File: config.mk
export PLATFORM = sky130hd
export DESIGN_NAME = core_gen2_flat
export DESIGN_NICKNAME = d
export VERILOG_FILES = /design/src/rtl/core_gen2_if.sv /design/src/rtl/core_gen2.sv /design/src/flat_wrapper.sv
export SDC_FILE = /design/constraint.sdc
export NUM_CORES = 1
export LEC_CHECK = 0
export ABC_AREA = 1
export BUFFER_PORTS_ARGS = -buffer_cell sky130_fd_sc_hd__buf_2
export CAP_MARGIN = 15
export CELL_PAD_IN_SITES_DETAIL_PLACEMENT = 1
export CELL_PAD_IN_SITES_GLOBAL_PLACEMENT = 1
export CORE_UTILIZATION = 46
export CTS_BUF_LIST = sky130_fd_sc_hd__clkbuf_16
export DETAILED_ROUTE_END_ITERATION = 7
export PLACE_DENSITY_LB_ADDON = 0.1
export SYNTH_ARGS = -nofsm -noshare
export SYNTH_HDL_FRONTEND = slang
export SYNTH_SLANG_ARGS = --single-unit
File: constraint.sdc
create_clock -name clk -period 3.35 [get_ports clk]
set_clock_uncertainty 0.05 [all_clocks]
set_input_delay 0.335 -clock clk [delete_from_list [all_inputs] [get_ports clk]]
set_output_delay 0.335 -clock clk [all_outputs]
set_load 0.01 [all_outputs]
File: src/rtl/core_gen2_if.sv
// core_gen2 memory bus: synchronous single-port main memory.
// The core (master) drives address, write strobe and write data; the memory
// (slave) returns read data one clk after the address is presented.
interface core_gen2_if #(
  parameter int DATA_WIDTH = 12,
  parameter int ADDR_WIDTH = 8
) ();
  logic [ADDR_WIDTH-1:0] mem_addr;
  logic                  mem_we;
  logic [DATA_WIDTH-1:0] mem_wdata;
  logic [DATA_WIDTH-1:0] mem_rdata;

  modport master (
    output mem_addr,
    output mem_we,
    output mem_wdata,
    input  mem_rdata
  );

  modport slave (
    input  mem_addr,
    input  mem_we,
    input  mem_wdata,
    output mem_rdata
  );
endinterface

File: src/rtl/core_gen2.sv
// core_gen2: second-generation multi-cycle CPU core.
// FETCH -> DECODE -> EXEC (-> LOAD) sequencing, advanced only on ce.
// Eight registers, Z/N/C flags, bounded hardware stack with overflow/underflow
// fault, sticky HALT.
// Optional feature macro: CORE_GEN2_CALL_EN enables CALL (0xD) / RET (0xE);
// without it both opcodes execute as NOP.
module core_gen2 #(
  parameter int DATA_WIDTH  = 12,
  parameter int ADDR_WIDTH  = 8,
  parameter int STACK_DEPTH = 64
) (
  input  logic                  clk,
  input  logic                  reset,
  input  logic                  ce,
  core_gen2_if.master           bus,
  output logic                  halted,
  output logic                  fault,
  output logic [ADDR_WIDTH-1:0] dbg_pc,
  output logic [2:0]            dbg_state
);
  localparam int W   = DATA_WIDTH;
  localparam int SPW = $clog2(STACK_DEPTH);
  localparam logic [SPW:0] SP_FULL = (SPW+1)'(STACK_DEPTH);

  localparam logic [3:0] OP_ADD  = 4'h1;
  localparam logic [3:0] OP_SUB  = 4'h2;
  localparam logic [3:0] OP_AND  = 4'h3;
  localparam logic [3:0] OP_OR   = 4'h4;
  localparam logic [3:0] OP_XOR  = 4'h5;
  localparam logic [3:0] OP_MOV  = 4'h6;
  localparam logic [3:0] OP_LDI  = 4'h7;
  localparam logic [3:0] OP_LD   = 4'h8;
  localparam logic [3:0] OP_ST   = 4'h9;
  localparam logic [3:0] OP_PUSH = 4'hA;
  localparam logic [3:0] OP_POP  = 4'hB;
  localparam logic [3:0] OP_JMP  = 4'hC;
`ifdef CORE_GEN2_CALL_EN
  localparam logic [3:0] OP_CALL = 4'hD;
  localparam logic [3:0] OP_RET  = 4'hE;
`endif
  localparam logic [3:0] OP_HALT = 4'hF;

  typedef enum logic [2:0] {
    S_FETCH  = 3'd0,
    S_DECODE = 3'd1,
    S_EXEC   = 3'd2,
    S_LOAD   = 3'd3,
    S_HALT   = 3'd4
  } state_t;

  state_t state, state_nxt;

  // Architectural and pipeline state
  logic [W-1:0]          regs  [8];
  logic [W-1:0]          stack [STACK_DEPTH];
  logic [ADDR_WIDTH-1:0] pc;
  logic [SPW:0]          sp;
  logic                  flag_z, flag_n, flag_c;
  logic [W-1:0]          instr;
  logic [W-1:0]          opa, opb;

  // Instruction fields
  logic [3:0]            op;
  logic [2:0]            ra;
  logic [W-1:0]          imm;
  logic [ADDR_WIDTH-1:0] pc_inc;
  logic [SPW-1:0]        push_idx, pop_idx;

  assign op       = instr[W-1:W-4];
  assign ra       = instr[W-5:W-7];
  assign imm      = W'(instr[W-8:0]);
  assign pc_inc   = pc + ADDR_WIDTH'(1);
  assign push_idx = sp[SPW-1:0];
  assign pop_idx  = sp[SPW-1:0] - SPW'(1);

  // Control strobes and next values produced by the output process
  logic                  stack_fault;
  logic                  cond_true;
  logic                  instr_load;
  logic                  reg_we;
  logic [2:0]            reg_wsel;
  logic [W-1:0]          reg_wdata;
  logic                  flags_we;
  logic                  z_nxt, n_nxt, c_nxt;
  logic [ADDR_WIDTH-1:0] pc_nxt;
  logic [SPW:0]          sp_nxt;
  logic                  stack_we;
  logic [W-1:0]          stack_wdata;
  logic                  mem_we_nxt;
  logic [ADDR_WIDTH-1:0] mem_addr_nxt;
  logic [W-1:0]          mem_wdata_nxt;
  logic                  halt_set;
  logic [W-1:0]          alu_res;
  logic                  alu_c;

  assign dbg_pc    = pc;
  assign dbg_state = state;

  // Stack overflow/underflow detection for the instruction in EXEC
  always_comb begin
    stack_fault = 1'b0;
    if (state == S_EXEC) begin
      case (op)
        OP_PUSH: stack_fault = (sp == SP_FULL);
        OP_POP:  stack_fault = (sp == '0);
`ifdef CORE_GEN2_CALL_EN
        OP_CALL: stack_fault = (sp == SP_FULL);
        OP_RET:  stack_fault = (sp == '0);
`endif
        default: stack_fault = 1'b0;
      endcase
    end else begin
      stack_fault = 1'b0;
    end
  end

  // Branch condition evaluation; the condition code sits in the ra field
  always_comb begin
    cond_true = 1'b0;
    case (ra)
      3'd0:    cond_true = 1'b1;
      3'd1:    cond_true = flag_z;
      3'd2:    cond_true = !flag_z;
      3'd3:    cond_true = flag_n;
      3'd4:    cond_true = !flag_n;
      3'd5:    cond_true = flag_c;
      3'd6:    cond_true = !flag_c;
      default: cond_true = 1'b0;
    endcase
  end

  // ALU: C is carry-out for ADD, no-borrow for SUB, cleared by logic ops
  always_comb begin
    alu_res = '0;
    alu_c   = 1'b0;
    case (op)
      OP_ADD:  {alu_c, alu_res} = {1'b0, opa} + {1'b0, opb};
      OP_SUB:  begin alu_res = opa - opb; alu_c = (opa >= opb); end
      OP_AND:  alu_res = opa & opb;
      OP_OR:   alu_res = opa | opb;
      OP_XOR:  alu_res = opa ^ opb;
      default: begin alu_res = '0; alu_c = 1'b0; end
    endcase
  end

  // FSM state register; reset aborts any in-flight instruction
  always_ff @(posedge clk) begin
    if (reset) begin
      state <= S_FETCH;
    end else if (ce) begin
      state <= state_nxt;
    end
  end

  // FSM next-state logic
  always_comb begin
    state_nxt = state;
    case (state)
      S_FETCH:  state_nxt = S_DECODE;
      S_DECODE: state_nxt = S_EXEC;
      S_EXEC: begin
        if (op == OP_HALT || stack_fault) state_nxt = S_HALT;
        else if (op == OP_LD)             state_nxt = S_LOAD;
        else                              state_nxt = S_FETCH;
      end
      S_LOAD:   state_nxt = S_FETCH;
      S_HALT:   state_nxt = S_HALT;
      default:  state_nxt = S_FETCH;
    endcase
  end

  // FSM output logic: per-state datapath controls; a faulting stack op changes nothing
  always_comb begin
    instr_load    = 1'b0;
    reg_we        = 1'b0;
    reg_wsel      = ra;
    reg_wdata     = '0;
    flags_we      = 1'b0;
    z_nxt         = (alu_res == '0);
    n_nxt         = alu_res[W-1];
    c_nxt         = alu_c;
    pc_nxt        = pc;
    sp_nxt        = sp;
    stack_we      = 1'b0;
    stack_wdata   = opa;
    mem_we_nxt    = 1'b0;
    mem_addr_nxt  = bus.mem_addr;
    mem_wdata_nxt = bus.mem_wdata;
    halt_set      = 1'b0;
    case (state)
      S_FETCH:  mem_addr_nxt = pc;
      S_DECODE: instr_load = 1'b1;
      S_EXEC: begin
        if (stack_fault) begin
          halt_set = 1'b1;
        end else begin
          pc_nxt = pc_inc;
          case (op)
            OP_ADD, OP_SUB, OP_AND, OP_OR, OP_XOR: begin
              reg_we    = 1'b1;
              reg_wdata = alu_res;
              flags_we  = 1'b1;
            end
            OP_MOV: begin reg_we = 1'b1; reg_wdata = opb; end
            OP_LDI: begin reg_we = 1'b1; reg_wdata = imm; end
            OP_LD:  mem_addr_nxt = opb[ADDR_WIDTH-1:0];
            OP_ST: begin
              mem_we_nxt    = 1'b1;
              mem_addr_nxt  = opb[ADDR_WIDTH-1:0];
              mem_wdata_nxt = opa;
            end
            OP_PUSH: begin stack_we = 1'b1; sp_nxt = sp + (SPW+1)'(1); end
            OP_POP: begin
              reg_we    = 1'b1;
              reg_wdata = stack[pop_idx];
              sp_nxt    = sp - (SPW+1)'(1);
            end
            OP_JMP: pc_nxt = cond_true ? opb[ADDR_WIDTH-1:0] : pc_inc;
`ifdef CORE_GEN2_CALL_EN
            OP_CALL: begin
              stack_we    = 1'b1;
              stack_wdata = W'(pc_inc);
              sp_nxt      = sp + (SPW+1)'(1);
              pc_nxt      = opb[ADDR_WIDTH-1:0];
            end
            OP_RET: begin
              pc_nxt = stack[pop_idx][ADDR_WIDTH-1:0];
              sp_nxt = sp - (SPW+1)'(1);
            end
`endif
            OP_HALT: begin pc_nxt = pc; halt_set = 1'b1; end
            default: pc_nxt = pc_inc;
          endcase
        end
      end
      S_LOAD: begin reg_we = 1'b1; reg_wdata = bus.mem_rdata; end
      S_HALT: pc_nxt = pc;
      default: pc_nxt = pc;
    endcase
  end

  // Datapath and output registers; mem_we self-clears even while ce is low
  always_ff @(posedge clk) begin
    if (reset) begin
      pc            <= '0;
      sp            <= '0;
      flag_z        <= 1'b0;
      flag_n        <= 1'b0;
      flag_c        <= 1'b0;
      instr         <= '0;
      opa           <= '0;
      opb           <= '0;
      halted        <= 1'b0;
      fault         <= 1'b0;
      bus.mem_we    <= 1'b0;
      bus.mem_addr  <= '0;
      bus.mem_wdata <= '0;
      for (int i = 0; i < 8; i++) regs[i] <= '0;
    end else begin
      bus.mem_we <= 1'b0;
      if (ce) begin
        bus.mem_we    <= mem_we_nxt;
        bus.mem_addr  <= mem_addr_nxt;
        bus.mem_wdata <= mem_wdata_nxt;
        pc            <= pc_nxt;
        sp            <= sp_nxt;
        if (instr_load) begin
          instr <= bus.mem_rdata;
          opa   <= regs[bus.mem_rdata[W-5:W-7]];
          opb   <= regs[bus.mem_rdata[W-8:W-10]];
        end
        if (reg_we) regs[reg_wsel] <= reg_wdata;
        if (flags_we) begin
          flag_z <= z_nxt;
          flag_n <= n_nxt;
          flag_c <= c_nxt;
        end
        if (halt_set) halted <= 1'b1;
        if (stack_fault) fault <= 1'b1;
      end
    end
  end

  // Stack storage; entries at or above sp are never read, so no reset is needed
  always_ff @(posedge clk) begin
    if (!reset && ce && stack_we) stack[push_idx] <= stack_wdata;
  end
endmodule

File: src/flat_wrapper.sv
// flat-port wrapper written by rule: the top's interface ports become plain ports
module core_gen2_flat 
#(
  parameter int DATA_WIDTH  = 12,
  parameter int ADDR_WIDTH  = 8,
  parameter int STACK_DEPTH = 64
)
  (clk, reset, ce, halted, fault, dbg_pc, dbg_state, bus_mem_addr, bus_mem_we, bus_mem_wdata, bus_mem_rdata);
  core_gen2_if #(.DATA_WIDTH(DATA_WIDTH), .ADDR_WIDTH(ADDR_WIDTH)) bus_i ();
  input  logic clk;
  input  logic reset;
  input  logic ce;
  output logic halted;
  output logic fault;
  output logic [ADDR_WIDTH-1:0] dbg_pc;
  output logic [2:0] dbg_state;
  output wire logic [$bits(bus_i.mem_addr)-1:0] bus_mem_addr;
  output wire logic [$bits(bus_i.mem_we)-1:0] bus_mem_we;
  output wire logic [$bits(bus_i.mem_wdata)-1:0] bus_mem_wdata;
  input wire logic [$bits(bus_i.mem_rdata)-1:0] bus_mem_rdata;
  assign bus_mem_addr = bus_i.mem_addr;
  assign bus_mem_we = bus_i.mem_we;
  assign bus_mem_wdata = bus_i.mem_wdata;
  assign bus_i.mem_rdata = bus_mem_rdata;
  core_gen2 #(.DATA_WIDTH(DATA_WIDTH), .ADDR_WIDTH(ADDR_WIDTH), .STACK_DEPTH(STACK_DEPTH)) u_core (.clk(clk), .reset(reset), .ce(ce), .bus(bus_i), .halted(halted), .fault(fault), .dbg_pc(dbg_pc), .dbg_state(dbg_state));
endmodule
==> results.py <==
metrics = {
    "timing": {
        "tightest_slew_ps": 1050,
        "rsz0062_at_grt": "false",
        "maxSlewHeadroom_pct": 29.7,
        "tns_ps": 0,
        "holdWs_ps": 73.5,
        "fin_crit_sh_pct": 96.7,
        "hold_violations": 0,
        "slew_viol_final": 0,
        "period_minus_slack_ps": 3240,
        "setup_viol": 0,
        "max_freq_mhz": 309,
    },
    "clock_network": {
        "cts_buffer_depth": 3,
        "cts_tree": "built",
        "clock_sinks": 944,
        "cts_setup_buffers": 0,
        "clk_pin_slew_ps": 60,
        "h-tree-depth": 3,
        "cts_buffers": 103,
        "clk_latency_ps": 700,
        "cts-root-buf": "clkbuf_16",
    },
    "critical_path": {
        "worstPathMaxFanout": 12,
        "slowest_delay_ps": 520,
        "cpLargestDelayFamily": "simple AND/OR/NAND/NOR gates",
        "crit_required_ps": 3730,
        "worstPathArrival_ps": 3620,
        "crit_cells": 14,
        "crit_path_start": "u_core.sp[0]",
        "crit_buf_inv": 4,
        "crit_chain": "inv_8 > ha_4 > nand2_1 > nor3_1 > nand3_2 > inv_2 > nor2_2 > nand2_1 > inv_1 > nand3_1 > nor2_1 > nand2_2 > nor2_1 > buf_12",
        "r2r_cells": 14,
        "path_class": "flop to flop",
        "crit_path_end_kind": "flop",
        "r2r-start": "u_core.sp[0]",
        "crit_end": "u_core.stack[45][9]",
        "reg2reg_slack_ps": 110,
        "worstReg2RegEnd": "u_core.stack[45][9]",
        "critPathLaunchType": "flop",
        "crit_slowest_cell": "nor3_1",
    },
    "finish": {
        "stdcell_count": 5429,
        "antenna_cells": 0,
        "drive_gt1_share_pct": 10.5,
        "fin_nets": 4235,
        "area_growth_pct": 15.5,
        "final_util_pct": 53.6,
    },
    "detailed_routing": {
        "wl_per_cell_um": 25.0,
        "drt_iter0_drc": 2791,
        "wl_um": 136000,
        "antenna_left": 0,
        "num_vias": 31285,
        "vias_per_cell": 5.76,
        "dr.pass1.iters": 5,
        "drc": 0,
    },
    "synthesis": {
        "synth_top_area_cell": "edfxtp_1",
        "synth_top_flop_cell": "edfxtp_1",
        "synthTopCellsByCount": "nand2_1 (1,083), edfxtp_1 (864), nand3_1 (826)",
        "yosysWarningCount": 0,
        "syn-num-nets": 4120,
        "yosys-top-cells-area": "edfxtp_1 (62%), nand3_1 (9.9%), nand2_1 (9.7%)",
        "ys_ff_latch": 944,
        "ys_async_sr_fraction_pct": 0,
        "synth_cell_type_count": 42,
        "syn_area_um2": 41800,
        "synthCells": 4057,
        "synth_top_area_share_pct": 62.1,
        "synth_edf_count": 864,
        "post-synth-top-count-cell": "nand2_1",
        "yosysSeqAreaShare_pct": 66.0,
        "syn_avg_cell_area_um2": 10.3,
    },
    "floorplan": {
        "num_rows": 110,
        "core_area_um2": 90000,
        "die_w_um": 303,
        "ios": 49,
        "start_util_pct": 46.4,
        "die_h_um": 303,
        "die_area_um2": 92000,
    },
    "hold_path": {
        "hold_path.startpoint": "bus_mem_rdata[10]",
        "worstHoldPathType": "input pin to flop",
    },
    "global_routing": {
        "grt_pass1_wl_um": 202000,
        "grt_max_degree": 156,
        "antenna_found_initial": 1,
        "grt_overflow": 0,
        "grt_usage_pct": 29.6,
        "grt_pass1_vias": 31971,
    },
    "status": {
        "status": "completed",
    },
    "pwr": {
        "p_comb_share_pct": 3.7,
        "power_density_nw_per_um2": 512,
        "leakagePower_nw": 18.0,
        "p_clk_share_pct": 44.0,
        "switchingPower_mw": 5.43,
        "p_seq_share_pct": 52.3,
        "p_total_mw": 24.7,
        "intPower_mw": 19.3,
        "sw_frac_of_total_pct": 22.0,
        "vdd_ir_drop_max_mv": 0.464,
    },
    "placement": {
        "port_buffers": 48,
        "dp.cells": 5239,
        "gp_congestion": 0.917,
        "dp_hpwl_um": 85900,
    },
    "job": {
        "max_cap_violations": 0,
    },
}
-- layout make-up --
cell class,count,area (um2)
multi-input cells,2694,12600
flip-flops and latches,944,27600
repair buffers,256,2690
well taps,1176,1470
inverters,173,664
clock inverters,82,609
fillers,9687,41800
clock buffers,104,2600
-- layout by cell type, fill, tap and decap left out, types with 3 or more instances in the layout --
cell type         n
a21oi_1         184
a221oi_1          5
a31oi_1           9
buf_12           70
buf_2            48
buf_4           133
bufinv_16         7
clkbuf_16       104
clkinv_1         21
clkinv_2         19
clkinv_8          3
clkinvlp_4        4
dfxtp_1          67
dfxtp_2          10
dfxtp_4           3
dlygate4sd3_1     4
edfxtp_1        864
fa_1              3
ha_1             43
inv_1           185
inv_2            10
inv_6             3
nand2_1        1078
nand2_2          10
nand3_1         826
nand4_1          13
nand4_2           3
nor2_1          226
nor2_2            3
nor3_1           14
nor3_2            3
o211ai_1         31
o21ai_0         179
o22ai_1          34
xor2_1            5
xor2_4            3
-- cell families (layout without fill, tap and decap cells) --
family / Yosys count / count (layout) / share of synthesized area (%)
buffers and inverters: 419 / 615 / 4.06
adder cells (fa/ha/maj): 48 / 48 / 1.49
flip-flops: 944 / 944 / 66.0
XOR/XNOR: 11 / 11 / 0.249
AO/OA/AOI/OAI: 452 / 452 / 5.85
AND/OR/NAND/NOR: 2183 / 2183 / 22.4
-- worst reg2reg max path, stage by stage, from the launching register on --
cell and delay [ps]:
dfxtp_4 390, inv_8 100, ha_4 200, nand2_1 120, nor3_1 520, nand3_2 160, inv_2 120, nor2_2 50
nand2_1 170, inv_1 100, nand3_1 200, nor2_1 130, nand2_2 330, nor2_1 140, buf_12 180
-- per-layer routing --
| layer | up-vias | global-route usage [%] | part of all wire (%) |
|---|---|---|---|
| li1 | 14455 | - | - |
| met1 | 15774 | 41.1 | 44 |
| met2 | 882 | 49.1 | 49 |
| met3 | 174 | 3.75 | 5.5 |
| met4 | 0 | 8.12 | 2.2 |
| met5 | - | 0 | 0 |
-- what timing repair did --
item | 4_1_cts | 5_1_grt
endpoints found under the setup margin | 72 | 39
hold endpoints to repair | 6 | 0
hold buffers | 4 | 0
gates resized for setup | 1 | 6
-- worst min-delay path by stage --
stage                           to  slack, ps  cells after the start
6_report          u_core.instr[10]         70                      3
4_1_cts           u_core.instr[10]         20                      3
5_1_grt           u_core.instr[10]         70                      3
2_1_floorplan  u_core.dbg_state[2]        350                      1
3_5_place_dp         u_core.halted        430                      2
3_3_place_gp         u_core.halted        410                      2
-- through the flow --
stage                     setup slack [ps]  area (um2)
final                                  111       48300
after CTS                             65.1       48200
after global placement                -104       45000
after global routing                  4.61       48300
after detailed placement              -116       45000
after floorplan                        109       41800
-- power groups by stage --
stage,Sequential (mW),Combinational (mW),Clock [mW]
6_report,12.9,0.915,10.9
3_3_place_gp,13.2,0.883,0
3_5_place_dp,13.2,0.896,0
2_1_floorplan,13.2,0.457,0
4_1_cts,12.9,0.906,11.1
5_1_grt,12.9,0.997,11.5
-- flip-flops by register name, indices dropped and copies added (netlist names), 3 cells and up --
| register | count |
|---|---|
| u_core.opb | 12 |
| u_core.bus.mem_addr | 8 |
| u_core.regs | 96 |
| u_core.dbg_state | 3 |
| u_core.dbg_pc | 8 |
| u_core.stack | 768 |
| u_core.instr | 12 |
| u_core.opa | 12 |
| u_core.sp | 7 |
| u_core.bus.mem_wdata | 12 |
(Power assumes the default switching activity.)
